[config.mk]
export PLATFORM = sky130hd
export DESIGN_NAME = instr_fetch_responder
export DESIGN_NICKNAME = d
export VERILOG_FILES = /design/src/rtl/instr_fetch_responder.sv
export SDC_FILE = /design/constraint.sdc
export NUM_CORES = 1
export LEC_CHECK = 0
export ABC_AREA = 0
export BUFFER_PORTS_ARGS = -buffer_cell sky130_fd_sc_hd__buf_2
export CAP_MARGIN = 10
export CORE_MARGIN = 2
export CORE_UTILIZATION = 42
export CTS_CLUSTER_DIAMETER = 30
export DETAILED_ROUTE_END_ITERATION = 6
export SETUP_SLACK_MARGIN = 0.02
export SLEW_MARGIN = 20
export SYNTH_ARGS = -nofsm -noshare
export SYNTH_HDL_FRONTEND = slang
export SYNTH_SLANG_ARGS = --single-unit
[constraint.sdc]
create_clock -name clk -period 5.27 [get_ports clk]
set_clock_uncertainty 0.1 [all_clocks]
set_input_delay 1.054 -clock clk [delete_from_list [all_inputs] [get_ports clk]]
set_output_delay 1.054 -clock clk [all_outputs]
set_load 0.02 [all_outputs]
[src/rtl/instr_fetch_responder.sv]
// Fetch responder for the program counter: assembles a 32-bit big-endian
// instruction from four byte reads on a req/ack memory bus, holds the PC via a
// combinational busy, and reports bad requests or memory stalls with fetch_err.
`timescale 1ns/1ps

module instr_fetch_responder #(
  parameter int TIMEOUT_CYCLES = 255
) (
  input  logic        clk,
  input  logic        reset,
  input  logic [31:0] pc,
  input  logic [2:0]  access_size,
  output logic        busy,
  output logic [31:0] instr,
  output logic        instr_valid,
  output logic        fetch_err,
  output logic [31:0] mem_addr,
  output logic        mem_req,
  input  logic [7:0]  mem_rdata,
  input  logic        mem_ack
);

  localparam int TMO_W = $clog2(TIMEOUT_CYCLES + 1);
  localparam logic [TMO_W-1:0] TMO_LAST = TMO_W'(TIMEOUT_CYCLES - 1);

  typedef enum logic {
    IDLE  = 1'b0,
    FETCH = 1'b1
  } state_t;

  state_t           state_reg, state_next;
  logic [31:0]      cur_pc_reg, cur_pc_next;
  logic [31:0]      last_pc_reg, last_pc_next;
  logic             first_reg, first_next;
  logic [1:0]       byte_idx_reg, byte_idx_next;
  logic [31:0]      shift_reg, shift_next;
  logic [TMO_W-1:0] tmo_cnt_reg, tmo_cnt_next;
  logic [31:0]      mem_addr_reg, mem_addr_next;
  logic             mem_req_reg, mem_req_next;
  logic [31:0]      instr_reg, instr_next;
  logic             instr_valid_reg, instr_valid_next;
  logic             fetch_err_reg, fetch_err_next;

  logic pc_new;
  logic req_bad;
  logic redirect;

  // A request is new on the first cycle after reset or whenever pc moves.
  assign pc_new   = first_reg | (pc != last_pc_reg);
  // Only aligned word fetches are supported.
  assign req_bad  = (pc[1:0] != 2'b00) | (access_size != 3'd0);
  // The PC moved away from the address currently being assembled.
  assign redirect = (pc != cur_pc_reg);

  // Combinational so a PC change is held on the very next edge.
  assign busy = !reset & ((state_reg == FETCH) | pc_new);

  assign instr       = instr_reg;
  assign instr_valid = instr_valid_reg;
  assign fetch_err   = fetch_err_reg;
  assign mem_addr    = mem_addr_reg;
  assign mem_req     = mem_req_reg;

  // Next-state logic: request decode in IDLE, byte handshake and timeout in FETCH.
  always_comb begin
    state_next       = state_reg;
    cur_pc_next      = cur_pc_reg;
    last_pc_next     = last_pc_reg;
    first_next       = first_reg;
    byte_idx_next    = byte_idx_reg;
    shift_next       = shift_reg;
    tmo_cnt_next     = tmo_cnt_reg;
    mem_addr_next    = mem_addr_reg;
    mem_req_next     = mem_req_reg;
    instr_next       = instr_reg;
    instr_valid_next = 1'b0;
    fetch_err_next   = 1'b0;

    case (state_reg)
      IDLE: begin
        if (pc_new) begin
          // Latch the address even when rejected so a bad pc is not retried.
          last_pc_next = pc;
          first_next   = 1'b0;
          if (req_bad) begin
            fetch_err_next = 1'b1;
          end else begin
            cur_pc_next   = pc;
            byte_idx_next = 2'd0;
            mem_addr_next = pc;
            mem_req_next  = 1'b1;
            tmo_cnt_next  = '0;
            state_next    = FETCH;
          end
        end
      end

      FETCH: begin
        if (mem_ack) begin
          tmo_cnt_next = '0;
          if (redirect) begin
            // The byte just acked belongs to the abandoned address: drop it.
            cur_pc_next   = pc;
            last_pc_next  = pc;
            byte_idx_next = 2'd0;
            if (req_bad) begin
              mem_req_next   = 1'b0;
              fetch_err_next = 1'b1;
              state_next     = IDLE;
            end else begin
              mem_addr_next = pc;
            end
          end else begin
            shift_next = {shift_reg[23:0], mem_rdata};
            if (byte_idx_reg != 2'd3) begin
              // Keep mem_req high so the next byte follows without a bubble.
              byte_idx_next = byte_idx_reg + 2'd1;
              mem_addr_next = cur_pc_reg + {30'd0, byte_idx_reg} + 32'd1;
            end else begin
              instr_next       = {shift_reg[23:0], mem_rdata};
              instr_valid_next = 1'b1;
              mem_req_next     = 1'b0;
              state_next       = IDLE;
            end
          end
        end else if (tmo_cnt_reg == TMO_LAST) begin
          // Memory stalled too long; last_pc keeps the address so no auto-retry.
          mem_req_next   = 1'b0;
          fetch_err_next = 1'b1;
          state_next     = IDLE;
        end else begin
          tmo_cnt_next = tmo_cnt_reg + 1'b1;
        end
      end

      default: begin
        state_next   = IDLE;
        mem_req_next = 1'b0;
      end
    endcase
  end

  // State register with synchronous reset; reset abandons any transfer.
  always_ff @(posedge clk) begin
    if (reset) begin
      state_reg       <= IDLE;
      cur_pc_reg      <= 32'd0;
      last_pc_reg     <= 32'd0;
      first_reg       <= 1'b1;
      byte_idx_reg    <= 2'd0;
      shift_reg       <= 32'd0;
      tmo_cnt_reg     <= '0;
      mem_addr_reg    <= 32'd0;
      mem_req_reg     <= 1'b0;
      instr_reg       <= 32'd0;
      instr_valid_reg <= 1'b0;
      fetch_err_reg   <= 1'b0;
    end else begin
      state_reg       <= state_next;
      cur_pc_reg      <= cur_pc_next;
      last_pc_reg     <= last_pc_next;
      first_reg       <= first_next;
      byte_idx_reg    <= byte_idx_next;
      shift_reg       <= shift_next;
      tmo_cnt_reg     <= tmo_cnt_next;
      mem_addr_reg    <= mem_addr_next;
      mem_req_reg     <= mem_req_next;
      instr_reg       <= instr_next;
      instr_valid_reg <= instr_valid_next;
      fetch_err_reg   <= fetch_err_next;
    end
  end

endmodule

==> implementation parameters <==
Parameter                              Value

STA
  Worst hold slack ... around 0.36 ns
  Fin worst setup slack ... 1.42 ns
  Worst slew pin tran ... between 0.9 and 1 ns
  Fin crit share ... approximately three quarters
  Highest Clock Rate ... roughly 0.26 GHz
  Post-layout min period ... 3.85 ns
  Hold Violations, Final ... 0
  Max Slew Vio Count ... 0
  Finish-stage setup viols ... 0
  Aggregate negative setup slack ... 0 ns
  Unrepaired setup endpoints after global routing ... no
  Worst slew margin ... 35.1%

Placement
  Post-place instance area ... between 0.008 and 0.009 mm^2
  Sum of net half-perimeters after detailed placement ... about 15 mm
  Global placer's final weighted congestion ... between 0.8 and 0.9
  Number of I/O port buffers ... between 100 and 150
  Post-placement worst setup slack ... roughly 1.2 ns

Global routing
  Pin count of the biggest net entering global routing ... 71
  Vias in the first global route ... 5762
  Antenna violations before repair ... 0
  First-pass GRT wire length ... 32.8 mm
  Remaining Overflow, GRT ... 0
  Global-route usage over all layers ... between 20% and 30%

Drt
  Antenna-violating nets left ... 0
  Met2 wirelength from detailed routing ... around 9 mm
  Final wirelength ... approximately 21 mm
  Routed metal-1 wirelength ... 10.6 mm
  DRT iter0 DRCs ... between 600 and 700
  Max layer used ... met4
  Number of vias per cell ... 5.39
  Drc violations ... 0
  Total via count after detailed routing ... about 6500
  Average detailed-routed wire length per instance ... around 17 um
  First-pass DRT Iterations ... 5
  Met3 routed wirelength ... between 1 and 1.5 mm

Yosys
  Library cell occupying the most area in the post-synthesis netlist ... sky130_fd_sc_hd__dfxtp_1
  Top-count cell post-synth ... sky130_fd_sc_hd__dfxtp_1
  Count of cell types in the netlist ... 52
  Synthesized netlist net count ... between 900 and 1000
  Avg Inst Size Synth ... around 9.0 um^2
  Netlist area before placement ... just under 0.008 mm^2
  Proportion of register bits with asynchronous set or reset after synthesis ... 0%
  Top area cells in the synthesized netlist ... sky130_fd_sc_hd__dfxtp_1 (42%), sky130_fd_sc_hd__mux2i_1 (12%), sky130_fd_sc_hd__xnor2_1 (8.0%)
  Top cell type's share of synthesized area ... a little over two fifths
  Commonest cells in the netlist ... sky130_fd_sc_hd__dfxtp_1 (167), sky130_fd_sc_hd__nand2_1 (116), sky130_fd_sc_hd__nor2_1 (114)
  Count of flip-flops with a built-in enable after synthesis ... 0
  YS warnings ... 0
  Synth Instances ... about 900
  Register area share after synthesis ... between 40% and 50%
  Prevailing post-synth register cell ... sky130_fd_sc_hd__dfxtp_1
  Flops & latches, synth ... about 170

Clock network
  Post-CTS setup buffer count ... 0
  Maximum buffer depth of the clock tree ... 2
  Clock transition at path regs ... about 0.07 ns
  Cell at the root of the clock tree ... sky130_fd_sc_hd__clkbuf_16
  Clock H-tree levels ... 4
  Total CTS buffers ... 17
  Clk sinks ... around 170
  Hold-fix buffers, CTS ... 0
  Clock tree from TritonCTS ... yes
  Number of gates given a new drive strength after cts ... 0
  Worst skew pair latency ... between 0.4 and 0.5 ns

Power
  Relative contribution of combinational cells to total power ... ~6.7%
  Power density over the cells ... 302 mW/mm^2
  Clock group share of total power ... between 40% and 50%
  Switching fraction of total power ... roughly a quarter
  Max IR drop VDD ... around 220 uV
  Design internal power ... around 0.0020 W
  Flop pwr share ... 47.4%
  Leakage power summed over all cells ... about 3.8 nW
  Net switching power ... around 0.00072 W

Critical path
  Arrival time at the worst endpoint ... about 2.7 ns
  CP cell instances ... buf_2 > xnor2_1 > nand4_1 > nor4_1 > and3_1 > a21oi_1 > buf_2
  Element type at the critical path end ... output port
  Top fanout value on the critical path ... 9
  Critical Path Most Common Cell ... sky130_fd_sc_hd__buf_2
  Cell with the largest stage delay on the worst path ... sky130_fd_sc_hd__and3_1
  Crit path launch type ... input port
  Data required time at the worst endpoint ... 4.12 ns
  Slowest Stage Delay on Critical Path ... around 0.46 ns
  Setup Crit Path Kind ... input port to output port

Hold path
  Worst Hold Class ... flop to flop

Floorplanning
  Die Y ... roughly 140 um
  Die X-Extent ... 142 um
  CORE AREA ... 0.0186 mm^2
  Die area ... roughly 0.02 mm^2
  Number of placement rows ... 50
  Initial core utilization ... between 40% and 50%
  IO Pins ... 114

Job
  Max-cap viol count ... 0

Final layout
  Diodes inserted ... 0
  Number of nets at the end of the flow ... between 1000 and 1500
  Proportion of layout cells with a drive suffix above 1 ... between 10% and 20%
  Synthesis-to-finish area growth ... 14.7%
  Final cell area excluding filler cells ... between 0.009 and 0.01 mm^2
  Number of fill cells ... between 1500 and 2000

Status
  Result of the run ... complete, no violations
-- area by class of cell --
type	count	area, um^2	share of cell area (%)
clock buffer	17	425	4.66
clock inverter	15	171	1.88
inverter	11	41.3	0.452
multi-input combinational	646	4230	46.4
sequential	167	3340	36.6
tap	234	293	3.21
timing repair buffer	120	621	6.80
-- placed cells by master, fill, tap and decap left out, types with 3 or more instances in the layout --
cell,netlist,final
sky130_fd_sc_hd__xnor2_1,73,73
sky130_fd_sc_hd__nor4_1,5,5
sky130_fd_sc_hd__buf_4,4,8
sky130_fd_sc_hd__inv_8,0,6
sky130_fd_sc_hd__o31ai_1,10,10
sky130_fd_sc_hd__and4_1,4,4
sky130_fd_sc_hd__ha_1,5,5
sky130_fd_sc_hd__nand2_1,116,116
sky130_fd_sc_hd__nor3_1,21,20
sky130_fd_sc_hd__inv_1,10,10
sky130_fd_sc_hd__nor2_1,114,114
sky130_fd_sc_hd__nand3_1,15,15
sky130_fd_sc_hd__nand4_1,26,26
sky130_fd_sc_hd__and2_1,4,4
sky130_fd_sc_hd__and3_1,8,8
sky130_fd_sc_hd__a21oi_1,42,42
sky130_fd_sc_hd__o21ai_0,9,9
sky130_fd_sc_hd__xor2_1,20,20
sky130_fd_sc_hd__buf_2,8,112
sky130_fd_sc_hd__inv_6,0,5
sky130_fd_sc_hd__o221a_1,7,7
sky130_fd_sc_hd__clkbuf_16,0,17
sky130_fd_sc_hd__a31oi_1,9,9
sky130_fd_sc_hd__mux2i_1,98,98
sky130_fd_sc_hd__o31a_1,7,7
sky130_fd_sc_hd__o221a_2,8,8
sky130_fd_sc_hd__a211oi_1,8,8
sky130_fd_sc_hd__o211ai_1,6,6
sky130_fd_sc_hd__o21a_1,3,3
sky130_fd_sc_hd__dfxtp_1,167,167
-- power by group through the flow --
stage	clock network (W)	registers, W	logic, W
floorplan	0	0.00134	0.000110
global placement	0	0.00134	0.000183
detailed placement	0	0.00134	0.000183
CTS	0.00130	0.00131	0.000185
global route	0.00135	0.00131	0.000200
finish	0.00127	0.00131	0.000184
-- per-stage QoR --
stage                     std cells  utilization [%]  total power [W]
after floorplan                 885                -          0.00145
after global placement         1178             45.7          0.00152
after detailed placement       1178             45.7          0.00152
after CTS                      1210             48.9          0.00279
after global routing           1210             49.0          0.00286
final                          1210             49.0          0.00276
-- layer usage --
metal	GRT usage (%)	vias to the layer above
li1	-	3248
met1	31.8	3077
met2	30.1	178
met3	3.41	22
met4	6.95	0
met5	0	-
-- logic make-up (layout without fill, tap and decap cells) --
group | after synthesis | after routing | synth area share, %
AND/OR/NAND/NOR | 326 | 326 | 18.5
flip-flops | 167 | 167 | 42.0
AO/OA/AOI/OAI | 123 | 123 | 11.1
multiplexers | 98 | 98 | 12.3
XOR/XNOR | 93 | 93 | 10.2
buffers and inverters | 72 | 163 | 4.86
adder cells (fa/ha/maj) | 6 | 6 | 1.04
-- final timing paths --
| check | from | end | slack [ns] | cells after the start |
|---|---|---|---|---|
| setup / recovery | pc[9] | busy | 1.42 | 7 |
| hold / removal | shift_reg[23] | shift_reg[23] | 0.36 | 2 |
| setup reg to reg | cur_pc_reg[22] | cur_pc_reg[2] | 2.04 | 8 |
| hold reg to reg | shift_reg[23] | shift_reg[23] | 0.36 | 2 |
-- critical path, delay by kind of cell --
family                 cells  cell delay [ns]
XOR/XNOR                   1             0.25
buffers and inverters      2             0.32
AND/OR/NAND/NOR            3             0.91
AO/OA/AOI/OAI              1             0.15
Power figures use the tool's default switching activity.
